<file path="src/rtl/switchless_ctrl.sv">
// Supervisory controller around the console-side CIC: button debounce, short/long press split,
// CIC restart sequencing and region select. Optional auto-region retry: SWITCHLESS_AUTOREGION_EN.
//
// state    | meaning
// S_BOOT   | CIC and console held in reset for CIC_RST_CYCLES
// S_RUN    | normal operation, watching button and CIC lockout
// S_PRESS  | button held, timing short vs long press
// S_REGION | long press taken, region advanced, waiting for release
// S_DEAD   | CIC lockout failure, error LED lit until next boot
module switchless_ctrl #(
  parameter logic [15:0] DEBOUNCE_CYCLES   = 16'd1000,
  parameter logic [23:0] LONG_PRESS_CYCLES = 24'd1500000,
  parameter logic [15:0] CIC_RST_CYCLES    = 16'd64,
  parameter logic [1:0]  DEFAULT_REGION    = 2'd0
) (
  input  logic       clk,
  input  logic       rst,
  input  logic       btn_n,
  input  logic       cic_rst_host,
  input  logic       cic_dead,
  output logic       cic_rst,
  output logic       console_rst,
  output logic [1:0] region,
  output logic       pal,
  output logic       jp,
  output logic       led_err
);

  typedef enum logic [2:0] {
    S_BOOT   = 3'd0,
    S_RUN    = 3'd1,
    S_PRESS  = 3'd2,
    S_REGION = 3'd3,
    S_DEAD   = 3'd4
  } state_t;

  state_t      state, state_n;
  logic        btn_s1, btn_s2, btn_acc, armed, pressed;
  logic [15:0] db_cnt;
  logic [15:0] boot_cnt;
  logic [23:0] press_cnt;
  logic        dead_q, dead_rise;
  logic        boot_done, long_hit;
  logic        force_rst, region_adv;
  logic [1:0]  region_q;

  // Synchronisers reset to "pressed" so a button held through reset never counts as a
  // press; armed only sets once a genuine release has been seen.
  always_ff @(posedge clk or posedge rst) begin
    if (rst) begin
      btn_s1  <= 1'b0;
      btn_s2  <= 1'b0;
      btn_acc <= 1'b1;
      db_cnt  <= '0;
      armed   <= 1'b0;
    end else begin
      btn_s1 <= btn_n;
      btn_s2 <= btn_s1;
      if (btn_s2 == btn_acc) begin
        db_cnt <= '0;
      end else if (db_cnt == DEBOUNCE_CYCLES - 16'd1) begin
        btn_acc <= btn_s2;
        db_cnt  <= '0;
      end else begin
        db_cnt <= db_cnt + 16'd1;
      end
      if (btn_s2 && btn_acc) armed <= 1'b1;
    end
  end

  assign pressed   = armed & ~btn_acc;
  assign dead_rise = cic_dead & ~dead_q;
  assign boot_done = (boot_cnt == CIC_RST_CYCLES - 16'd1);
  assign long_hit  = (press_cnt == LONG_PRESS_CYCLES - 24'd1);

`ifdef SWITCHLESS_AUTOREGION_EN
  logic [1:0] retry_cnt;
  logic       retry_inc;

  always_ff @(posedge clk or posedge rst) begin
    if (rst) begin
      retry_cnt <= 2'd0;
    end else if (state_n == S_PRESS && state != S_PRESS) begin
      retry_cnt <= 2'd0;
    end else if (retry_inc) begin
      retry_cnt <= retry_cnt + 2'd1;
    end
  end
`endif

  always_ff @(posedge clk or posedge rst) begin
    if (rst) begin
      state     <= S_BOOT;
      boot_cnt  <= '0;
      press_cnt <= '0;
      dead_q    <= 1'b0;
      region_q  <= DEFAULT_REGION;
      led_err   <= 1'b0;
    end else begin
      state  <= state_n;
      dead_q <= cic_dead;

      if (state == S_BOOT && !boot_done) boot_cnt <= boot_cnt + 16'd1;
      else                               boot_cnt <= '0;

      if (state == S_PRESS) begin
        if (press_cnt != LONG_PRESS_CYCLES) press_cnt <= press_cnt + 24'd1;
      end else begin
        press_cnt <= '0;
      end

      if (region_adv) region_q <= (region_q >= 2'd2) ? 2'd0 : region_q + 2'd1;

      if (state_n == S_DEAD && state != S_DEAD)      led_err <= 1'b1;
      else if (state_n == S_BOOT && state != S_BOOT) led_err <= 1'b0;
    end
  end

  always_comb begin
    state_n    = state;
    cic_rst    = 1'b0;
    force_rst  = 1'b0;
    region_adv = 1'b0;
`ifdef SWITCHLESS_AUTOREGION_EN
    retry_inc  = 1'b0;
`endif
    case (state)
      S_BOOT: begin
        cic_rst   = 1'b1;
        force_rst = 1'b1;
        if (boot_done) state_n = S_RUN;
      end
      S_RUN: begin
        if (pressed) begin
          state_n = S_PRESS;
        end else if (dead_rise) begin
`ifdef SWITCHLESS_AUTOREGION_EN
          if (retry_cnt != 2'd3) begin
            region_adv = 1'b1;
            retry_inc  = 1'b1;
            state_n    = S_BOOT;
          end else begin
            state_n = S_DEAD;
          end
`else
          state_n = S_DEAD;
`endif
        end
      end
      S_PRESS: begin
        force_rst = 1'b1;
        if (pressed && long_hit) begin
          region_adv = 1'b1;
          state_n    = S_REGION;
        end else if (!pressed) begin
          state_n = S_BOOT;
        end
      end
      S_REGION: begin
        force_rst = 1'b1;
        if (!pressed) state_n = S_BOOT;
      end
      S_DEAD: begin
        if (pressed) state_n = S_PRESS;
      end
      default: state_n = S_BOOT;
    endcase
  end

  assign console_rst = cic_rst_host | force_rst;
  assign region      = region_q;
  assign pal         = (region_q == 2'd1);
  assign jp          = (region_q == 2'd2);

endmodule

</file>
<file path="config.mk">
export PLATFORM = sky130hd
export DESIGN_NAME = switchless_ctrl
export DESIGN_NICKNAME = d
export VERILOG_FILES = /design/src/rtl/switchless_ctrl.sv
export SDC_FILE = /design/constraint.sdc
export NUM_CORES = 1
export LEC_CHECK = 0
export ABC_AREA = 1
export BUFFER_PORTS_ARGS = -buffer_cell sky130_fd_sc_hd__buf_2
export CAP_MARGIN = 40
export CORE_MARGIN = 1.5
export CORE_UTILIZATION = 50
export CTS_BUF_LIST = sky130_fd_sc_hd__clkbuf_8
export DETAILED_ROUTE_END_ITERATION = 10
export PLACE_DENSITY = 0.66
export SLEW_MARGIN = 40
export SYNTH_ARGS = -nofsm -noshare
export SYNTH_HDL_FRONTEND = slang
export SYNTH_SLANG_ARGS = --single-unit
</file>
<file path="constraint.sdc">
create_clock -name clk -period 2.75 [get_ports clk]
set_clock_uncertainty 0.2 [all_clocks]
set_input_delay 0.275 -clock clk [delete_from_list [all_inputs] [get_ports clk]]
set_output_delay 0.275 -clock clk [all_outputs]
set_load 0.01 [all_outputs]
</file>
==> results of run 1 <==
==> cell type report <==
cell class                 instances  area (um2)  share of cell area
timing repair buffer              16         113              0.0278
multi-input combinational        335        1740               0.428
inverter                          62         233              0.0574
sequential                        67        1680               0.414
clock buffer                       9         124              0.0306
tap                               99         124              0.0306
clock inverter                     7        45.0              0.0111
==> worst paths after layout <==
path,from,end,slack [ns],cells after the start
worst max-delay path,press_cnt[0],region[0],0.90,8
worst min-delay path,btn_s1,btn_s2,0.16,0
worst max register to register,press_cnt[0],region[0],0.90,8
worst min register to register,btn_s1,btn_s2,0.16,0
max in group asynchronous,rst,press_cnt[16],1.32,4
min in group asynchronous,rst,boot_cnt[7],0.39,3
==> synthesized netlist by cell type, drive strengths merged <==
| cell | n | area share |
|---|---|---|
| nor3b | 3 | 0.0061 |
| nor4 | 1 | 0.0017 |
| dfstp | 1 | 0.0072 |
| xor2 | 15 | 0.036 |
| ha | 5 | 0.017 |
| nand2 | 100 | 0.11 |
| o21ai | 14 | 0.019 |
| or2 | 3 | 0.0051 |
| nor2 | 91 | 0.10 |
| buf | 3 | 0.0048 |
| and3 | 2 | 0.0038 |
| a21oi | 24 | 0.033 |
| dfrtp | 66 | 0.45 |
| nand3b | 2 | 0.0041 |
| a21o | 1 | 0.0020 |
| xnor2 | 5 | 0.012 |
| nor3 | 25 | 0.053 |
| nand4 | 9 | 0.017 |
| o21bai | 1 | 0.0020 |
| inv | 62 | 0.064 |
| nand3 | 34 | 0.052 |
==> worst max-delay path, cell delays in order, from the launching register on <==
cell	delay (ns)
dfrtp_1	0.39
ha_1	0.24
nand2_2	0.10
nor2_4	0.16
nand2_1	0.07
nor2_1	0.17
nand2_1	0.19
o21ai_1	0.17
inv_1	0.05
==> cell families (layout without fill, tap and decap cells) <==
group / after synthesis / count (layout) / synth area share
adder cells (fa/ha/maj): 5 / 5 / 0.0171
AND/OR/NAND/NOR: 270 / 270 / 0.353
AO/OA/AOI/OAI: 40 / 40 / 0.0560
buffers and inverters: 65 / 94 / 0.0683
flip-flops: 67 / 67 / 0.458
XOR/XNOR: 20 / 20 / 0.0478
==> registers in the layout, indices dropped and copies added, names as in the netlist <==
name	cells
region	2
db_cnt	16
boot_cnt	16
led_err	1
btn_acc	1
press_cnt	24
state	3
btn_s1	1
armed	1
btn_s2	1
dead_q	1
==> through the flow <==
step,utilization,hold WS [ns],cell area [um2],worst slack (ns),std cells
6_report,0.565,0.156,4050,0.899,595
3_5_place_dp,0.537,0.140,3850,0.879,576
2_1_floorplan,-,0.106,3660,0.593,467
4_1_cts,0.565,0.159,4050,0.863,595
5_1_grt,0.565,0.169,4050,0.698,595
3_3_place_gp,0.537,0.136,3850,0.925,576
==> placed cells by master, fill, tap and decap left out, types with 3 or more instances in the layout <==
cell,Yosys,layout
dlygate4sd3_1,0,3
ha_1,5,5
xor2_1,15,15
nand2_2,5,5
nand3_2,4,4
nor3_2,7,7
clkbuf_8,0,9
inv_2,12,13
dfrtp_1,66,66
nor3_1,15,15
xnor2_1,5,5
a21oi_1,24,24
nor3_4,3,3
inv_1,50,49
nor2_1,83,83
nand2_1,95,95
nor3b_1,3,3
nand4_1,8,8
clkinv_2,0,3
nor2_4,4,4
nor2_2,4,4
clkinvlp_4,0,4
buf_2,2,11
o21ai_0,13,13
nand3_1,30,30
==> routing by layer <==
layer	vias up	track usage	part of all wire
met5	-	0	0
met4	0	0.0668	0.0098
met3	8	0.0504	0.027
met2	22	0.334	0.47
met1	1403	0.274	0.49
li1	1535	-	-
==> power by group through the flow <==
stage	registers [mW]	clock network, mW	logic [mW]
6_report	0.994	0.705	0.0425
5_1_grt	0.994	0.773	0.0509
4_1_cts	0.994	0.729	0.0445
3_5_place_dp	1.01	0	0.0413
3_3_place_gp	1.01	0	0.0406
2_1_floorplan	1.01	0	0.0256
==> flow_metrics.env, run 1 <==
export IMPL_outcome="completed"
export IMPL_clock_power_share=0.405
export IMPL_gp_congestion=0.871
export IMPL_drt_iter0_drc=125
export IMPL_finalSetupViolCount=0
export IMPL_cts_buffers=9
export IMPL_tightest_slew_ns=0.680
export IMPL_viasPerCell=4.99
export IMPL_finalSetupTns_ns=0
export IMPL_timing_final_crit_share=0.673
export IMPL_ctsResizeCount=0
export IMPL_max_cap_violations=0
export IMPL_min_path_type="register to register"
export IMPL_syn_area_per_cell_um2=7.84
export IMPL_antenna_cells=0
export IMPL_peakVddDrop_mv=0.248
export IMPL_rows=31
export IMPL_ys_seq_area_frac=0.458
export IMPL_fin_nets=501
export IMPL_max_freq_ghz=0.540
export IMPL_core_mm2=0.00718
export IMPL_synth_cells=467
export IMPL_final_max_slew_viol_count=0
export IMPL_yosysWarnings=0
export IMPL_power_density_mw_per_mm2=430
export IMPL_setup_worst_path_start_class="register"
export IMPL_switching_share=0.240
export IMPL_n_fill_cell=695
export IMPL_design_power_total_mw=1.74
export IMPL_antenna_found_initial=0
export IMPL_cts_setup_buffers=0
export IMPL_initial_utilization=0.511
export IMPL_drive_gt1_frac=0.147
export IMPL_clk_latency_ns=0.34
export IMPL_min_period_ns=1.85
export IMPL_grt_start_max_net_pins=38
export IMPL_grtUsageTotal=0.207
export IMPL_io_pins=12
export IMPL_dieArea_mm2=0.00785
export IMPL_drc=0
export IMPL_cts_hold_buffers=3
export IMPL_grt_pass1_wl_um=12600
export IMPL_seqPwrFrac=0.571
export IMPL_relSlewSlack=0.546
export IMPL_dieHeight_um=88.6
export IMPL_cts_tree="done"
export IMPL_cts_htree_levels=3
export IMPL_antenna_left=0
export IMPL_leakagePower_nw=1.79
export IMPL_dr_pass1_iters=4
export IMPL_routed_wl_um=7120
export IMPL_ys_types=33
export IMPL_root_buffer="clkbuf_8"
export IMPL_cts_sinks=67
export IMPL_syn_num_nets=477
export IMPL_netlist_area_mm2=0.00366
export IMPL_p_int_mw=1.32
export IMPL_p_comb_frac=0.024
export IMPL_grt_pass1_vias=2849
export IMPL_area_growth_pct=10.6
export IMPL_worstPathMaxFanout=6
export IMPL_overflow=0
export IMPL_worstSetupPathType="register to register"
export IMPL_finalHoldViolations=0
export IMPL_clkSlewWorstSetupHoldPaths_ns=0.07
export IMPL_power_switching_mw=0.417
export IMPL_place_detailed_hpwl_um=5340
export IMPL_die_w_um=88.6
export IMPL_ys_seq_elements=67
export IMPL_required_ns=2.78
export IMPL_io_buffers=11
export IMPL_cts_max_path_buffers=2
export IMPL_vias=2968
export IMPL_arrival_ns=1.89
export IMPL_wl_per_cell_um=12.0
export IMPL_cp_end_kind="register"
export IMPL_rsz0062_at_grt="false"
(Power assumes the default switching activity.)
==> run 2: changes to the inputs <==
- ABC_AREA: 1 -> 0
- PLACE_DENSITY: 0.66 -> 0.67
- clock period: 2.75 -> 1.8 ns (I/O delays scaled with it)
==> run 2 against run 1 <==
Compared with the run above: the run now ends with design-rule violations, negative setup slack left; wire length grew 16%; sequential power rose by 64%; total power rose by 87%; flip-flop and latch count did not move; critical path type unchanged; largest power group unchanged; highest routed layer unchanged.
==> flow_metrics.env, run 2 <==
export IMPL_clock_power_share=0.365
export IMPL_synth_top_area_cell="dfrtp_1"
export IMPL_gp_congestion=0.837
export IMPL_dr_pass1_iters=9
export IMPL_clkSlewWorstSetupHoldPaths_ns=0.07
export IMPL_placed_area_mm2=0.00404
export IMPL_power_switching_mw=0.800
export IMPL_min_path_type="primary input to async pin"
export IMPL_cp_end_kind="register"
export IMPL_grtUsageTotal=0.229
export IMPL_p_comb_frac=0.136
export IMPL_seqPwrFrac=0.498
export IMPL_root_buffer="clkbuf_8"
export IMPL_clk_latency_ns=0.34
export IMPL_yosysWarnings=0
export IMPL_ys_seq_area_frac=0.497
export IMPL_grt_pass1_vias=2883
export IMPL_antenna_found_initial=0
export IMPL_synth_most_common_cell="dfrtp_1"
export IMPL_stdcell_area_mm2=0.00469
export IMPL_worst_slack_ns=-0.351
export IMPL_overflow=0
export IMPL_ys_seq_elements=67
export IMPL_synth_area_top_cells="dfrtp_1 (49%), xor2_1 (4.9%), nor2_1 (4.4%)"
export IMPL_drive_gt1_frac=0.362
export IMPL_postSynth_asyncResetShare=1.00
export IMPL_finalHoldViolations=0
export IMPL_io_pins=12
export IMPL_min_period_ns=2.15
export IMPL_cts_sinks=67
export IMPL_setup_worst_path_start_class="register"
export IMPL_dieHeight_um=85.2
export IMPL_antenna_cells=0
export IMPL_final_cell_mix="buf_4 (76), dfrtp_1 (65), nor2_1 (40)"
export IMPL_initial_utilization=0.526
export IMPL_violations="design-rule violations, negative setup slack"
export IMPL_max_cap_violations=0
export IMPL_switching_share=0.245
export IMPL_worstPathMaxFanout=3
export IMPL_dieArea_mm2=0.00726
export IMPL_drc=2
export IMPL_design_power_total_mw=3.26
export IMPL_max_freq_ghz=0.465
export IMPL_routed_wl_um=8280
export IMPL_final_util=0.731
export IMPL_cts_htree_levels=3
export IMPL_ys_types=42
export IMPL_viasPerCell=5.77
export IMPL_p_int_mw=2.46
export IMPL_required_ns=1.83
export IMPL_power_density_mw_per_mm2=696
export IMPL_synth_cells=347
export IMPL_synth_commonest_cells="dfrtp_1 (66), nor2_1 (40), a21oi_1 (23)"
export IMPL_cts_max_path_buffers=2
export IMPL_relSlewSlack=0.766
export IMPL_leakagePower_nw=2.08
export IMPL_vias=3073
export IMPL_largest_reg_flops=24
export IMPL_timing_final_crit_share=1.20
export IMPL_tightest_slew_ns=0.348
export IMPL_arrival_ns=2.18
export IMPL_rows=29
export IMPL_syn_area_per_cell_um2=9.73
export IMPL_worstSetupPathType="register to register"
export IMPL_grt_start_max_net_pins=64
export IMPL_io_buffers=11
export IMPL_place_detailed_hpwl_um=5060
export IMPL_area_growth_pct=38.9
export IMPL_reg_top3="press_cnt: 24 flops, boot_cnt: 16 flops, db_cnt: 16 flops"
export IMPL_antenna_left=0
export IMPL_syn_num_nets=357
export IMPL_wl_per_cell_um=15.5
export IMPL_synth_edf_count=0
export IMPL_drt_iter0_drc=118
export IMPL_outcome="finished, violations left"
export IMPL_peakVddDrop_mv=0.456
export IMPL_fin_nets=461
export IMPL_cts_buffers=9
export IMPL_final_common_cell="buf_4"
export IMPL_finalSetupViolCount=14
export IMPL_cts_tree="done"
export IMPL_die_w_um=85.2
export IMPL_grt_pass1_wl_um=13100
export IMPL_rsz0062_at_grt="true"
export IMPL_final_max_slew_viol_count=0
export IMPL_core_mm2=0.00642
export IMPL_regMostFlops="press_cnt"
export IMPL_synth_ff_type="dfrtp_1"
export IMPL_netlist_area_mm2=0.00338
export IMPL_synth_top_cell_area_share=0.489
==> run 2: cell type report <==
class	count	area [um2]
clock inverters	6	50.0
flip-flops and latches	67	1680
fillers	461	1730
repair buffers	105	872
inverters	9	42.5
well taps	77	96.3
clock buffers	10	138
multi-input cells	259	1810
==> run 2: cells by family after synthesis <==
kind of cell	synth area share
XOR/XNOR	0.0830
multiplexers	0.0122
flip-flops	0.497
adder cells (fa/ha/maj)	0.0185
buffers and inverters	0.0241
AND/OR/NAND/NOR	0.282
AO/OA/AOI/OAI	0.0830
==> run 2: worst paths after layout <==
check                        startpoint           end  slack [ns]  cells after the start
min reg2reg                      btn_s1        btn_s2        0.15                      0
min                                 rst  boot_cnt[14]        0.09                      3
max reg2reg                press_cnt[8]     region[1]       -0.35                      4
max                        press_cnt[8]     region[1]       -0.35                      4
min in group clk                 btn_s1        btn_s2        0.15                      0
max in group asynchronous           rst       btn_acc        0.73                      4
==> run 2: worst max-delay path: stages (launching register included) <==
cell and delay (ns):
dfrtp_1 0.37, nand2_2 0.07, or4_4 0.51, or4_4 0.57
mux2_4 0.31
==> run 2: power by group through the flow <==
stage / combinational [mW] / clock (mW) / sequential [mW]
finish: 0.445 / 1.19 / 1.63
global route: 0.498 / 1.29 / 1.64
CTS: 0.378 / 1.22 / 1.63
detailed placement: 0.347 / 0 / 1.65
global placement: 0.338 / 0 / 1.65
floorplan: 0.170 / 0 / 1.66
==> run 2: metal layers <==
layer	vias up	GRT usage	routed length (um)
met1	1507	0.309	3750
met5	-	0	0
li1	1478	-	-
met3	22	0.0467	260
met4	0	0.0909	233
met2	66	0.364	4040
==> run 2: what timing repair did <==
item / CTS / global route
pin swaps: 15 / 20
gates cloned: 1 / 0
gates resized for setup: 21 / 39
endpoints found under the setup margin: 17 / 40
hold buffers: 3 / 0
buffers inserted: 12 / 17
hold endpoints to repair: 68 / 0
==> run 2: per-stage QoR <==
step / worst slack, ns / std cells / setup TNS, ns / hold WS, ns
after global routing: -0.384 / 533 / -3.32 / 0.0916
after floorplan: -0.369 / 347 / -1.14 / 0.0114
after CTS: -0.339 / 519 / -1.52 / 0.0749
after global placement: -0.321 / 488 / -1.81 / -0.113
after detailed placement: -0.350 / 488 / -2.12 / -0.112
final: -0.351 / 533 / -2.41 / 0.0876
